$ cat config.mk
export PLATFORM = sky130hd
export DESIGN_NAME = uart_rx_fifo_flat
export DESIGN_NICKNAME = d
export VERILOG_FILES = /design/src/rtl/uart_pkg.sv /design/src/rtl/uart_rx_fifo_if.sv /design/src/rtl/uart_fifo_mem.sv /design/src/rtl/uart_rx_fifo.sv /design/src/flat_wrapper.sv
export SDC_FILE = /design/constraint.sdc
export NUM_CORES = 1
export LEC_CHECK = 0
export CAP_MARGIN = 20
export CORE_MARGIN = 10
export CORE_UTILIZATION = 30
export DETAILED_ROUTE_END_ITERATION = 10
export PLACE_DENSITY = 0.51
export REMOVE_ABC_BUFFERS = 1
export SYNTH_ARGS = -nofsm -noshare
export SYNTH_HDL_FRONTEND = slang
export SYNTH_HIERARCHICAL = 1
export SYNTH_SLANG_ARGS = --single-unit
$ cat constraint.sdc
create_clock -name clk -period 3.35 [get_ports clk]
set_input_delay 0.8375 -clock clk [delete_from_list [all_inputs] [get_ports clk]]
set_output_delay 0.8375 -clock clk [all_outputs]
set_load 0.01 [all_outputs]
$ cat src/rtl/uart_pkg.sv
// uart_pkg: shared UART widths and FIFO entry widths for both break-flag configurations
package uart_pkg;
    localparam int UART_DATA_W      = 8;
    localparam int UART_ENTRY_W     = UART_DATA_W;
    localparam int UART_ENTRY_W_BRK = UART_DATA_W + 1;
    typedef logic [UART_DATA_W-1:0] uart_byte_t;
endpackage

$ cat src/rtl/uart_rx_fifo_if.sv
// uart_rx_fifo_if: consumer-side valid/ready handshake carrying the FIFO head byte and break flag
interface uart_rx_fifo_if;
    import uart_pkg::*;
    logic       rx_valid;
    logic       rx_ready;
    uart_byte_t rx_data;
    logic       rx_break;
    modport master (output rx_valid, rx_data, rx_break, input rx_ready);
    modport slave  (input rx_valid, rx_data, rx_break, output rx_ready);
endinterface

$ cat src/rtl/uart_fifo_mem.sv
// uart_fifo_mem: DEPTH x W storage, one synchronous write port, asynchronous read port, no reset
module uart_fifo_mem #(
    parameter int DEPTH = 16,
    parameter int W     = 8,
    parameter int AW    = $clog2(DEPTH)
) (
    input  logic          clk,
    input  logic          we,
    input  logic [AW-1:0] waddr,
    input  logic [W-1:0]  wdata,
    input  logic [AW-1:0] raddr,
    output logic [W-1:0]  rdata
);
    logic [W-1:0] mem [DEPTH];
    always_ff @(posedge clk)
        if (we) mem[waddr] <= wdata;
    assign rdata = mem[raddr];
endmodule

$ cat src/rtl/uart_rx_fifo.sv
// uart_rx_fifo: one-entry-per-stop-strobe receive FIFO; define UART_RX_FIFO_BREAK_EN to store a break flag per byte
module uart_rx_fifo
    import uart_pkg::*;
#(
    parameter int DEPTH = 16,
    parameter int AW    = $clog2(DEPTH)
) (
    input  logic           clk,
    input  logic           resetn,
    input  logic           recv_valid,
    input  uart_byte_t     recv_data,
    input  logic           recv_break,
    input  logic           clear,
    uart_rx_fifo_if.master rx,
    output logic [AW:0]    count,
    output logic           full,
    output logic           empty,
    output logic           overflow
);
`ifdef UART_RX_FIFO_BREAK_EN
    localparam int W = UART_ENTRY_W_BRK;
`else
    localparam int W = UART_ENTRY_W;
`endif
    logic [AW:0]  wr_ptr, rd_ptr;
    logic         recv_valid_q, armed, commit, pop, we;
    logic [W-1:0] wdata, rdata;
    assign commit      = recv_valid_q && !recv_valid;
    assign empty       = wr_ptr == rd_ptr;
    assign full        = (wr_ptr[AW-1:0] == rd_ptr[AW-1:0]) && (wr_ptr[AW] != rd_ptr[AW]);
    assign count       = wr_ptr - rd_ptr;
    assign pop         = !empty && rx.rx_ready && !clear;
    assign we          = commit && !clear && (!full || pop);
    assign rx.rx_valid = !empty;
    assign rx.rx_data  = rdata[UART_DATA_W-1:0];
    // armed stays low until recv_valid is seen low, so a pulse already in flight at reset release is never committed
    always_ff @(posedge clk or negedge resetn)
        if (!resetn) begin
            armed        <= 1'b0;
            recv_valid_q <= 1'b0;
            wr_ptr       <= '0;
            rd_ptr       <= '0;
            overflow     <= 1'b0;
        end else begin
            armed        <= armed || !recv_valid;
            recv_valid_q <= recv_valid && armed;
            wr_ptr       <= clear ? '0 : wr_ptr + {{AW{1'b0}}, we};
            rd_ptr       <= clear ? '0 : rd_ptr + {{AW{1'b0}}, pop};
            overflow     <= !clear && (overflow || (commit && full && !pop));
        end
`ifdef UART_RX_FIFO_BREAK_EN
    logic break_seen;
    always_ff @(posedge clk or negedge resetn)
        if (!resetn) break_seen <= 1'b0;
        else         break_seen <= (clear || commit) ? 1'b0 : break_seen || (recv_valid && recv_break && armed);
    assign wdata       = {break_seen, recv_data};
    assign rx.rx_break = rdata[W-1];
`else
    logic unused_break;
    assign unused_break = recv_break;
    assign wdata        = recv_data;
    assign rx.rx_break  = 1'b0;
`endif
    uart_fifo_mem #(.DEPTH(DEPTH), .W(W), .AW(AW)) u_mem (
        .clk   (clk),
        .we    (we),
        .waddr (wr_ptr[AW-1:0]),
        .wdata (wdata),
        .raddr (rd_ptr[AW-1:0]),
        .rdata (rdata)
    );
endmodule
$ cat src/flat_wrapper.sv
// flat-port wrapper written by rule: the top's interface ports become plain ports
module uart_rx_fifo_flat import uart_pkg::*;
#(
    parameter int DEPTH = 16,
    parameter int AW    = $clog2(DEPTH)
)
  (clk, resetn, recv_valid, recv_data, recv_break, clear, count, full, empty, overflow, rx_rx_valid, rx_rx_data, rx_rx_break, rx_rx_ready);
  uart_rx_fifo_if rx_i ();
  input  logic clk;
  input  logic resetn;
  input  logic recv_valid;
  input  uart_byte_t recv_data;
  input  logic recv_break;
  input  logic clear;
  output logic [AW:0] count;
  output logic full;
  output logic empty;
  output logic overflow;
  output wire logic [$bits(rx_i.rx_valid)-1:0] rx_rx_valid;
  output wire logic [$bits(rx_i.rx_data)-1:0] rx_rx_data;
  output wire logic [$bits(rx_i.rx_break)-1:0] rx_rx_break;
  input wire logic [$bits(rx_i.rx_ready)-1:0] rx_rx_ready;
  assign rx_rx_valid = rx_i.rx_valid;
  assign rx_rx_data = rx_i.rx_data;
  assign rx_rx_break = rx_i.rx_break;
  assign rx_i.rx_ready = rx_rx_ready;
  uart_rx_fifo #(.DEPTH(DEPTH), .AW(AW)) u_core (.clk(clk), .resetn(resetn), .recv_valid(recv_valid), .recv_data(recv_data), .recv_break(recv_break), .clear(clear), .rx(rx_i), .count(count), .full(full), .empty(empty), .overflow(overflow));
endmodule
# Word level (Yosys, flattened, before mapping)
# Memories as Yosys holds them, arrays and structs flattened.
# Cells that the tools add are included.
# word_totals
ramBits	128
wordCells	34
ff_bits	13
output_inout_bits	18
in_bits	14
memories	1
# classes
mux	4
addsub	3
n_reduce_logical	18
n_eq_ne	3
# memory_table
memory	words	word_bits	read_ports	rd_ports_with_merged_regs	write_ports	line	source
u_core.u_mem.mem	16	8	1	0	1	uart_fifo_mem.sv:14	logic [W-1:0] mem [DEPTH];
# op_table
op	count
$add A5 B1 Y5	2
$logic_and A1 B1 Y1	10
$mux W5	2
$eq A5 B5 Y1	1
$logic_not A1 Y1	5
$sub A5 B5 Y5	1
$eq A4 B4 Y1	1
$logic_or A1 B1 Y1	3
$mux W1	2
$ne A1 B1 Y1	1

# Logic depth before layout (Yosys ltp)
# depth
word_depth	8
depth_mapped	10
ltp_nobuf	10

# By module
# Netlist, hierarchy kept.
# by_module_without_submodules
module	cells_per_inst	area_each_um2	instances	seq_area_each_um2
uart_fifo_mem	221	4987.3	1	3843.7
uart_rx_fifo	77	757.0	1	325.3

# Least setup slack after synthesis
# OpenSTA, ideal clock, no wires.
# synth_timing
kind	input to register
start	input port clear
end	memory u_core.u_mem.mem[0][0] (enable)
arrival_ns	2.520
required_ns	2.967
setup_time_ns	0.383
slack_ns	0.447
path_stages	4
path_buffers	1
path_cell_list	clkbuf_1 -> nor3_1 -> or3b_2 -> nor3_1
# synth_between
elab_chain_len	6
elab_cells_between_ends	7
# synth_rtl
element	line	source
from (decl)	flat_wrapper.sv:14	input logic clear;
$logic_not A1 Y1 (*)	uart_rx_fifo.sv:32, uart_rx_fifo.sv:33	
$logic_and A1 B1 Y1	uart_rx_fifo.sv:32	assign pop = !empty && rx.rx_ready && !clear;
$logic_or A1 B1 Y1	uart_rx_fifo.sv:33	assign we = commit && !clear && (!full || pop);
$logic_and A1 B1 Y1 (*)	uart_rx_fifo.sv:33	
net u_core.we	uart_rx_fifo.sv:26	logic recv_valid_q, armed, commit, pop, we;
$mux W1 (*)	uart_fifo_mem.sv:16	if (we) mem[waddr] <= wdata;
$mux W1 (implied by the code) (*)	uart_fifo_mem.sv:16	
to (decl)	uart_fifo_mem.sv:14	
# The timed path passes the listed nets; every way through them passes the cells marked *.

# Worst setup path in the final report
# layout_timing
start	register u_core.rd_ptr[0]
end	output port rx_rx_data[2]
# layout_between
elab_chain_len	1
# layout_rtl
element	line	source
from (decl)	uart_rx_fifo.sv:25	logic [AW:0] wr_ptr, rd_ptr;
from (signal assigned)	uart_rx_fifo.sv:48	rd_ptr <= clear ? '0 : rd_ptr + {{AW{1'b0}}, pop};
$mem_v2 Z16 W8	n/a	
to (decl)	flat_wrapper.sv:20	output wire logic [$bits(rx_i.rx_data)-1:0] rx_rx_data;
# No other way between the ends.

==> impl_metrics.env <==
export IMPL_wl_per_cell_um=19.6
export IMPL_synthCells=298
export IMPL_antenna_found_initial=0
export IMPL_ys_warnings_count=6
export IMPL_cts_max_level=4
export IMPL_grt_pass1_wl_mm=18.5
export IMPL_drtAntennaViolNets=0
export IMPL_end_kind="output pin"
export IMPL_route_met3_wl_um=457
export IMPL_cts_hold_buf=0
export IMPL_hold_viol=0
export IMPL_drv_cap=0
export IMPL_die_h_um=158
export IMPL_grt_ovfl_total=0
export IMPL_layout_common_cells="128 x edfxtp_1, 33 x buf_4, 22 x clkdlybuf4s50_1, 22 x nor2_1, 19 x mux4_2"
export IMPL_grt_max_degree=21
export IMPL_worstPathMaxFanout=11
export IMPL_synth_cell_types=31
export IMPL_cts_sinks=141
export IMPL_final_nets=394
export IMPL_clk_path_buf_depth=2
export IMPL_grt_pass1_vias=3081
export IMPL_vias=2915
export IMPL_grt_total_usage_pct=10.3
export IMPL_relSlewSlack_pct=58.9
export IMPL_peakVddDrop_mv=0.346
export IMPL_finalCritPeriodShare_pct=97.2
export IMPL_syn_to_final_growth_pct=25.4
export IMPL_worstMarginPinSlew_ns=0.614
export IMPL_worstHoldPathCells=1
export IMPL_cts_tree="built"
export IMPL_clock_latency_ns=0.42
export IMPL_dpl_cell_area_um2=6490
export IMPL_io_buffer_count=29
export IMPL_cp_data_arrival_time_ns=2.42
export IMPL_crit_type="flop to output pin"
export IMPL_die_w_um=158
export IMPL_period_minus_slack_ns=3.26
export IMPL_fin_skew_ns=0.0169
export IMPL_io_pins=32
export IMPL_fmax_ghz=0.307
export IMPL_totalWireLength_mm=12.1
export IMPL_utilization_pct=38.4
export IMPL_globalplace_congestion=0.805
export IMPL_hold_class="flop to flop"
export IMPL_clkTransAtPathRegs_ns=0.06
export IMPL_final_common_cell="edfxtp_1"
export IMPL_hpwl_mm=8.00
export IMPL_p_per_area_nw_per_um2=558
export IMPL_finalPower_mw=4.02
export IMPL_numCtsBuffers=17
export IMPL_first_pass_iters=4
export IMPL_synthFlopType="edfxtp_1"
export IMPL_rsz0062_at_grt="false"
export IMPL_ys_ff_latch=141
export IMPL_reg2reg_depth=8
export IMPL_p_leak_nw=2.47
export IMPL_syn_area_um2=5740
export IMPL_start_kind="flop"
export IMPL_drive_above_1_share_pct=25.3
export IMPL_dieArea_um2=25100
export IMPL_core_um2=18800
export IMPL_async_flop_share_pct=9.22
export IMPL_vias_per_cell=4.72
export IMPL_setup_ws_ns=0.0935
export IMPL_m1WireLength_mm=5.74
export IMPL_initialDrtViolationCount=166
export IMPL_dp_slack_ns=0.228
export IMPL_syn_avg_cell_area_um2=19.3
export IMPL_drc=0
export IMPL_outcome="complete, no violations"
export IMPL_synth_edf_count=128
export IMPL_root_buffer="clkbuf_16"
export IMPL_final_area_um2=7200
export IMPL_setup_viol=0
export IMPL_cp_required_ns=2.51
export IMPL_diodes=0
export IMPL_start_util_pct=30.6
export IMPL_highest_layer="met4"
export IMPL_drv_slew=0
export IMPL_met2_length_mm=5.81
export IMPL_rows=50
export IMPL_ys_seq_area_share_pct=72.6
area by class of cell:
cell class,instances,area (um^2)
inverter,9,33.8
sequential,141,4170
multi-input combinational,136,1470
fill,1725,11600
timing repair buffer,66,614
clock buffer,17,425
clock inverter,14,191
tap,234,293
timing repair:
item / in CTS / in global routing
setup endpoints to repair: 8 / 9
gates cloned: 1 / 0
gates resized for setup: 7 / 14
hold endpoints to repair: 0 / 0
buffers inserted: 2 / 1
pin swaps: 0 / 1
state kept, by name, indices dropped and copies added (netlist names):
signal               flops
u_core/armed             1
u_core/overflow          1
u_core/recv_valid_q      1
u_core/rd_ptr            5
u_core/u_mem/mem       128
u_core/wr_ptr            5
synthesized netlist by cell type (4+ instances only):
| master | n | share of area, % |
|---|---|---|
| nor3_1 | 6 | 0.52 |
| nor2b_1 | 5 | 0.54 |
| edfxtp_1 | 128 | 67 |
| dfrtp_1 | 13 | 5.7 |
| inv_1 | 9 | 0.59 |
| nand2b_1 | 4 | 0.44 |
| mux4_2 | 18 | 7.1 |
| nand3_1 | 5 | 0.44 |
| nor2_1 | 23 | 1.5 |
| mux4_1 | 14 | 6.4 |
| xor2_1 | 5 | 0.76 |
| nand2_1 | 10 | 0.65 |
| ha_1 | 8 | 1.7 |
| a22oi_1 | 16 | 2.1 |
| xnor2_1 | 6 | 0.91 |
critical path, stage by stage (launching register included):
cell and delay (ns):
dfrtp_2 0.42, buf_8 0.18, mux4_1 0.59, a22oi_2 0.23, nand2_1 0.09, clkdlybuf4s50_1 0.49
power by group:
group          switching (mW)  internal (mW)
combinational          0.0788         0.0738
sequential            0.00236           1.93
clock                   0.697           1.24
layer usage:
metal,track usage (%),vias to the layer above
met2,15.7,53
met4,2.78,0
met1,13.4,1514
met3,3.97,5
li1,-,1343
met5,0,-
cells by family after synthesis:
group                      count (synthesis)  share of synthesized area, %
muxes                                     32                          13.5
xor gates and xnor gates                  11                          1.68
adders and majority gates                  9                          2.09
buffers and inverters                     21                          2.29
DFF                                      141                          72.6
other                                      1                        0.0653
AOI/OAI and AO/OA                         19                          2.35
and+or+nand+nor                           64                          5.49
stage by stage:
stage	TNS, ns	std cells	hold slack (ns)
after floorplan	-9.22	286	0.426
after global placement	0	582	0.446
after detailed placement	0	582	0.445
after CTS	-0.210	616	0.462
after global routing	0	617	0.511
final	0	617	0.459
path summary, 6_finish.rpt:
check	from	to	slack [ns]
worst max-delay path	u_core/rd_ptr[0]	rx_rx_data[2]	0.09
worst min-delay path	u_core/armed	u_core/armed	0.46
worst max register to register	u_core/rd_ptr[3]	u_core/u_mem/mem[0][6]	0.57
worst min register to register	u_core/armed	u_core/armed	0.46
max in group asynchronous	resetn	u_core/wr_ptr[0]	2.12
min in group asynchronous	resetn	u_core/rd_ptr[1]	0.80
(Power assumes the default switching activity.)
